===== src/rtl/control_estados.sv =====
// control_estados: start/run/fault sequencer with synchronized inputs and a saturating fault counter.
// Define DEBOUNCE_EN to add a DEB_CYC-sample debounce filter after each synchronizer.
module control_estados #(
    parameter int T_ARRANQUE = 8,
    parameter int DEB_CYC    = 4
) (
    input  logic       clk,
    input  logic       reset,
    input  logic       inicio,
    input  logic       paro,
    input  logic       falla,
    input  logic       ack_falla,
    output logic [1:0] Estados,
    output logic       ocupado,
    output logic       listo,
    output logic [3:0] fallas
);

    typedef enum logic [1:0] {
        REPOSO   = 2'b00,
        ARRANQUE = 2'b01,
        MARCHA   = 2'b10,
        FALLA    = 2'b11
    } estado_t;

    if (T_ARRANQUE < 1 || T_ARRANQUE > 255) begin : g_bad_t_arranque
        $error("T_ARRANQUE out of range 1..255");
    end
    if (DEB_CYC < 1 || DEB_CYC > 15) begin : g_bad_deb_cyc
        $error("DEB_CYC out of range 1..15");
    end

`ifdef DEBOUNCE_EN
    localparam int FILL = 2 + DEB_CYC;
`else
    localparam int FILL = 2;
`endif
    localparam logic [4:0] FILL_L = 5'(FILL);
    localparam logic [7:0] T_M1   = 8'(T_ARRANQUE - 1);

    logic [3:0] raw;
    logic [3:0] sync1_q, sync2_q;
    logic [3:0] in_f;

    assign raw = {ack_falla, falla, paro, inicio};

    always_ff @(posedge clk or negedge reset) begin
        if (!reset) begin
            sync1_q <= '0;
            sync2_q <= '0;
        end else begin
            sync1_q <= raw;
            sync2_q <= sync1_q;
        end
    end

`ifdef DEBOUNCE_EN
    localparam logic [3:0] DEB_M1 = 4'(DEB_CYC - 1);
    logic [3:0]       filt_q, filt_d;
    logic [3:0][3:0]  deb_cnt_q, deb_cnt_d;

    // Filter flips only after DEB_CYC consecutive samples disagreeing with it.
    always_comb begin
        filt_d    = filt_q;
        deb_cnt_d = '0;
        for (int i = 0; i < 4; i++) begin
            if (sync2_q[i] != filt_q[i]) begin
                if (deb_cnt_q[i] == DEB_M1)
                    filt_d[i] = sync2_q[i];
                else
                    deb_cnt_d[i] = deb_cnt_q[i] + 4'd1;
            end
        end
    end

    always_ff @(posedge clk or negedge reset) begin
        if (!reset) begin
            filt_q    <= '0;
            deb_cnt_q <= '0;
        end else begin
            filt_q    <= filt_d;
            deb_cnt_q <= deb_cnt_d;
        end
    end

    assign in_f = filt_q;
`else
    assign in_f = sync2_q;
`endif

    logic inicio_s, paro_s, falla_s, ack_falla_s;
    assign {ack_falla_s, falla_s, paro_s, inicio_s} = in_f;

    estado_t    state_q, state_d;
    logic [7:0] cnt_q, cnt_d;
    logic [3:0] fallas_q, fallas_d;
    logic       ocupado_q, ocupado_d;
    logic       listo_q, listo_d;
    logic       prev_q, prev_d;
    logic       armed_q, armed_d;
    logic [4:0] fill_q, fill_d;
    logic       start;

    // Start is armed only once inicio has been seen low through a filled input pipeline,
    // so a level held across reset release never counts as an edge.
    always_comb begin
        fill_d  = (fill_q == FILL_L) ? fill_q : fill_q + 5'd1;
        armed_d = armed_q | ((fill_q == FILL_L) & ~inicio_s);
        prev_d  = inicio_s;
        start   = inicio_s & ~prev_q & armed_q;
        state_d = state_q;
        cnt_d   = '0;
        case (state_q)
            REPOSO: begin
                if (falla_s)
                    state_d = FALLA;
                else if (start && !paro_s) begin
                    state_d = ARRANQUE;
                    cnt_d   = T_M1;
                end
            end
            ARRANQUE: begin
                if (falla_s)
                    state_d = FALLA;
                else if (paro_s)
                    state_d = REPOSO;
                else if (cnt_q == 8'd0)
                    state_d = MARCHA;
                else
                    cnt_d = cnt_q - 8'd1;
            end
            MARCHA: begin
                if (falla_s)
                    state_d = FALLA;
                else if (paro_s)
                    state_d = REPOSO;
            end
            default: begin
                if (ack_falla_s && !falla_s)
                    state_d = REPOSO;
            end
        endcase
        fallas_d  = (state_d == FALLA && state_q != FALLA && fallas_q != 4'hF) ? fallas_q + 4'd1 : fallas_q;
        ocupado_d = (state_d == ARRANQUE) || (state_d == MARCHA);
        listo_d   = (state_d == MARCHA);
    end

    always_ff @(posedge clk or negedge reset) begin
        if (!reset) begin
            state_q   <= REPOSO;
            cnt_q     <= '0;
            fallas_q  <= '0;
            ocupado_q <= 1'b0;
            listo_q   <= 1'b0;
            prev_q    <= 1'b0;
            armed_q   <= 1'b0;
            fill_q    <= '0;
        end else begin
            state_q   <= state_d;
            cnt_q     <= cnt_d;
            fallas_q  <= fallas_d;
            ocupado_q <= ocupado_d;
            listo_q   <= listo_d;
            prev_q    <= prev_d;
            armed_q   <= armed_d;
            fill_q    <= fill_d;
        end
    end

    assign Estados = state_q;
    assign ocupado = ocupado_q;
    assign listo   = listo_q;
    assign fallas  = fallas_q;

endmodule


===== config.mk =====
export PLATFORM = sky130hd
export DESIGN_NAME = control_estados
export DESIGN_NICKNAME = d
export VERILOG_FILES = /design/src/rtl/control_estados.sv
export SDC_FILE = /design/constraint.sdc
export NUM_CORES = 1
export LEC_CHECK = 0
export CAP_MARGIN = 25
export CORE_MARGIN = 2
export CORE_UTILIZATION = 54
export CTS_CLUSTER_SIZE = 28
export DETAILED_ROUTE_END_ITERATION = 16
export PLACE_DENSITY = 0.77
export SKIP_CTS_REPAIR_TIMING = 1
export SYNTH_ARGS = -nofsm -noshare
export SYNTH_HDL_FRONTEND = slang
export SYNTH_SLANG_ARGS = --single-unit

===== constraint.sdc =====
create_clock -name clk -period 3 [get_ports clk]
set_clock_uncertainty 0.15 [all_clocks]
set_input_delay 0.3 -clock clk [delete_from_list [all_inputs] [get_ports clk]]
set_output_delay 0.3 -clock clk [all_outputs]
set_load 0.02 [all_outputs]

=== After elaboration in Yosys (flattened, before gate mapping) ===
Index checks and enable logic that the tools add are counted.

* Register bits after elaboration: 31

* $add $sub $neg: 3
* Equal/unequal tests: 8
* Muxes and demuxes: 15
* Bitwise logic cells: 6
* Reduce and logical (&&, ||, !) cells: 9

{| class="wikitable"
|+ Operators with widths
! cell !! number
|-
| two-way mux 8 bit || 3
|-
| two-way mux 2 bit || 8
|-
| case mux 8 bit (2 select lines) || 1
|-
| logical NOT 8 bit || 1
|-
| subtractor 8 x 1 -> 8 bit, second input constant || 1
|-
| == test 2 bit, second input constant || 3
|-
| two-way mux 3 bit || 2
|-
| case mux 2 bit (3 select lines) || 1
|-
| adder 5 x 1 -> 5 bit, second input constant || 1
|-
| == test 5 x 2 -> 1 bit, second input constant || 1
|-
| adder 4 x 1 -> 4 bit, second input constant || 1
|-
| == test 2 x 1 -> 1 bit, second input constant || 2
|-
| logical AND 1 bit || 4
|-
| inequality test 4 bit, second input constant || 1
|-
| bitwise AND 1 bit || 3
|-
| logical NOT 1 bit || 2
|-
| logical NOT 2 bit || 1
|-
| inequality test 2 bit, second input constant || 1
|-
| NOT 1 bit || 2
|-
| logical OR 1 bit || 1
|-
| OR 1 bit || 1
|}

=== Depth between registers and ports, before layout ===
* Depth after elaboration: 10
* Gate-level depth with buffers: 8
* Gate-level depth less buffers: 8

=== Least setup slack after synthesis ===
OpenSTA, ideal clock, no wires.

* Path type: register to register
* Start: register cnt_q[0]
* End: register fallas_q[1], in the netlist fallas[1]
* Setup time: 125 ps
* Arrival time: 2269 ps
* Data required time: 2725 ps
* Slack: 456 ps
* Cell stages (with the launch flop): 9
* Buffers on the path: 0
* Path through: dfrtp_1 > inv_1 > ha_1 > or3b_2 > o21ai_0 > a31oi_1 > ha_1 > nand3_1 > mux2_2

* Word-level cells in the longest chain between the ends: 8

{| class="wikitable"
|+ RTL lines
! item !! RTL line !! RTL
|-
| start, declared || 95 || <nowiki>logic [7:0] cnt_q, cnt_d;</nowiki>
|-
| start signal, assigned || 160 || <nowiki>cnt_q <= cnt_d;</nowiki>
|-
| logical NOT 8 bit || 127 || <nowiki>else if (cnt_q == 8'd0)</nowiki>
|-
| two-way mux 2 bit || 127 ||
|-
| two-way mux 2 bit || 125 || <nowiki>else if (paro_s)</nowiki>
|-
| two-way mux 2 bit || 123 || <nowiki>if (falla_s)</nowiki>
|-
| case mux 2 bit (3 select lines) || 113 || <nowiki>case (state_q)</nowiki>
|-
| via state_d[0] || 94 || <nowiki>estado_t state_q, state_d;</nowiki>
|-
| == test 2 bit || 143 || <nowiki>fallas_d = (state_d == FALLA && state_q != FALLA && fallas_q != 4'hF) ? fallas_q + 4'd1 : fallas_q;</nowiki>
|-
| logical AND 1 bit (2 in a row) || 143 ||
|-
| end signal, assigned || 161 || <nowiki>fallas_q <= fallas_d;</nowiki>
|-
| end, declared || 96 || <nowiki>logic [3:0] fallas_q, fallas_d;</nowiki>
|}

The timed path passes the listed nets, and every way through them passes these cells.
A chain may end at the register's enable or synchronous reset.

=== Worst setup path in the final report ===
Ends and elaborated chain as after synthesis.

==> flow_metrics.tcl <==
set metrics [dict create \
    status "finished clean" \
    yosys_warnings 0 \
    period_minus_slack_ns 2.555 \
    cp.arrival_ns 2.63 \
    drc 0 \
    synthesis.area_mm2 0.001290 \
    cts.sinks 31 \
    gr-total-overflow 0 \
    nFillCells 168 \
    clk_path_buf_depth 2 \
    crit_top_cell "ha_1" \
    clk_latency_ns 0.33 \
    tns_ns 0 \
    reg2reg_slack_ns 0.44 \
    cts_tree "built" \
    firstDrtPassIters 4 \
    maxSlewViolCount 0 \
    ys_ff_latch 31 \
    finalHoldViolations 0 \
    grtUsageTotal_pct 21.47 \
    finalPower_mw 1.154 \
    critPathTopFamily "simple AND/OR/NAND/NOR gates" \
    syn_avg_cell_area_um2 12.90 \
    drv_cap 0 \
    r2r_start "cnt_q[0]" \
    clk_pin_slew_ns 0.10 \
    synthesis.nets 113 \
    drt_iter0_drc 19 \
    wirelength_mm 2.382 \
    p_leak_nw 0.6959 \
    final_core_util_pct 70.36 \
    grt_max_degree 32 \
    cp-end-kind "flop" \
    grt_pass1_vias 883 \
    ff2ff_path_depth 8 \
    numCtsBuffers 5 \
    cts_root_buffer "clkbuf_4" \
    wire_per_inst_um 15.88 \
    antenna_cells 0 \
    core-area_mm2 0.002233 \
    drive_gt1_share_pct 12.30 \
    io_buffers 13 \
    rsz0062_at_grt "no" \
    regToRegEndpoint "fallas[1]" \
    grt_pass1_wl_mm 4.029 \
    cp_max_fo 5 \
    ys_types 34 \
    io_pins 14 \
    viasPerCell 5.733 \
    hp-class "in2async" \
    peakVddDrop_mv 0.4795 \
    synth_cells 100 \
    crit_required_ns 3.08 \
    rows 17 \
    setup_viol 0 \
    post-dp-hpwl_mm 1.597 \
    drtAntennaViolNets 0 \
    via_count 860 \
    start_util_pct 57.76 \
    critPathKind "reg2reg" \
    power.density_mw_per_mm2 734.2 \
    slew_headroom_pct 72.68 \
    die_w_um 52.88 \
    max_freq_ghz 0.3914 \
    path_cells "inv_1 -> ha_1 -> or3b_2 -> o21ai_0 -> a31oi_1 -> ha_1 -> nand3_1 -> mux2_2" \
    die_area_mm2 0.002796 \
    worst-path-buf-inv 1 \
    cts_htree_levels 2 \
    gp_congestion 0.8684 \
    cp_slowest_cell "or3b_2" \
    synth-seq-area-share_pct 60.14 \
    period_share_pct 85.17 \
    critPathLaunchType "flop" \
    antenna_found_initial 0 \
    fin_nets 134 \
    tightest_slew_ns 0.4088 \
    die_h_um 52.88 \
    cpPeakStageDelay_ns 0.48 \
    areaGrowthSynthToFinish_pct 21.82 \
]
[through the flow]
stage | std cells | area, µm² | hold slack [ns] | worst slack (ns)
2_1_floorplan | 100 | 1290 | -0.1456 | 0.4559
3_3_place_gp | 142 | 1466 | 0.1831 | 0.5800
3_5_place_dp | 142 | 1466 | 0.1871 | 0.4684
4_1_cts | 150 | 1572 | 0.1933 | 0.4432
5_1_grt | 150 | 1572 | 0.2136 | 0.2944
6_report | 150 | 1572 | 0.1966 | 0.4448
[final cells by class]
| cell class | instances | area, µm² | area share [%] |
|---|---|---|---|
| inverter | 5 | 18.77 | 1.194 |
| clock buffer | 5 | 37.54 | 2.389 |
| sequential | 31 | 775.7 | 49.36 |
| timing repair buffer | 15 | 145.1 | 9.236 |
| tap | 28 | 35.03 | 2.229 |
| multi-input combinational | 63 | 491.7 | 31.29 |
| clock inverter | 3 | 67.56 | 4.299 |
[cell usage in the layout, fill, tap and decap left out, types with 3 or more instances in the layout]
| cell type | count |
|---|---|
| ha_1 | 7 |
| clkbuf_4 | 5 |
| xnor2_1 | 8 |
| inv_1 | 5 |
| nor3b_1 | 3 |
| o31ai_1 | 4 |
| a21oi_1 | 5 |
| clkdlybuf4s50_1 | 13 |
| o21ai_0 | 4 |
| nand3_1 | 4 |
| dfrtp_1 | 31 |
[power by group]
part / switching, mW / internal (mW)
clock: 0.146 / 0.259
sequential: 0.0465 / 0.463
combinational: 0.116 / 0.123
total: 0.309 / 0.845
[flip-flops by register name, indices dropped and copies added (netlist names)]
name	flops
cnt_q	8
fill_q	5
fallas	4
in_f	4
sync1_q	4
Estados	2
armed_q	1
listo	1
ocupado	1
prev_q	1
[worst max-delay path by stage]
stage,startpoint,endpoint,slack [ns],cells past startpoint
finish,cnt_q[0],fallas[1],0.44,8
global route,cnt_q[0],fallas[1],0.29,8
CTS,cnt_q[0],fallas[1],0.44,8
detailed placement,cnt_q[0],fallas[1],0.47,8
global placement,cnt_q[0],fallas[1],0.58,8
floorplan,cnt_q[0],fallas[1],0.46,8
[per-layer routing]
layer  wire length [µm]  share of wire (%)  up-vias  GRT usage, %
met2               1116                 47       34         32.50
met1               1051                 44      414         25.14
met3                137                5.8        9         9.040
met5                  0                  0        -             0
met4                 77                3.2        0         13.25
li1                   -                  -      403             -
[cell families (layout without fill, tap and decap cells)]
kind of cell             count (synthesis)  after routing  share of synthesized area, %
AO/OA/AOI/OAI                           18             18                         8.924
XOR/XNOR                                 9              9                         6.111
adder cells (fa/ha/maj)                  7              7                         6.789
buffers and inverters                    6             28                         1.746
flip-flops                              31             31                         60.14
multiplexers                             2              2                         1.649
AND/OR/NAND/NOR                         27             27                         14.65
[cell usage after synthesis]
cell | number | area, µm²
or4b_2 | 1 | 10.01
nand2b_1 | 1 | 6.260
a221o_1 | 1 | 10.01
xor2_1 | 1 | 8.760
nor4b_1 | 1 | 8.760
nand2_1 | 1 | 3.750
nand3b_1 | 1 | 7.510
nor3_1 | 1 | 5.000
and2_1 | 1 | 6.260
nand4bb_1 | 1 | 11.26
or4b_1 | 2 | 20.02
clkbuf_1 | 1 | 3.750
nor2_1 | 2 | 7.510
or3b_2 | 1 | 8.760
o21ai_0 | 4 | 20.02
mux2i_1 | 1 | 10.01
nor3b_1 | 3 | 22.52
a31oi_1 | 1 | 6.260
or3_1 | 1 | 6.260
a211oi_1 | 1 | 7.510
nand4_1 | 2 | 12.51
o21bai_1 | 1 | 7.510
xnor2_1 | 8 | 70.07
a31o_2 | 1 | 8.760
mux2_2 | 1 | 11.26
inv_1 | 5 | 18.77
nand3_1 | 4 | 20.02
and3_1 | 1 | 6.260
or4_1 | 2 | 15.01
dfrtp_1 | 31 | 775.7
o31ai_1 | 4 | 30.03
ha_1 | 7 | 87.58
a21oi_1 | 5 | 25.02
or4_4 | 1 | 11.26
[worst register-to-register path, cell delays in order (launching register included)]
cell and delay [ns]:
dfrtp_1 0.43, inv_1 0.11, ha_1 0.17, or3b_2 0.48, o21ai_0 0.24, a31oi_1 0.15
ha_1 0.25, nand3_1 0.13, mux2_2 0.35
(Power assumes the default switching activity.)
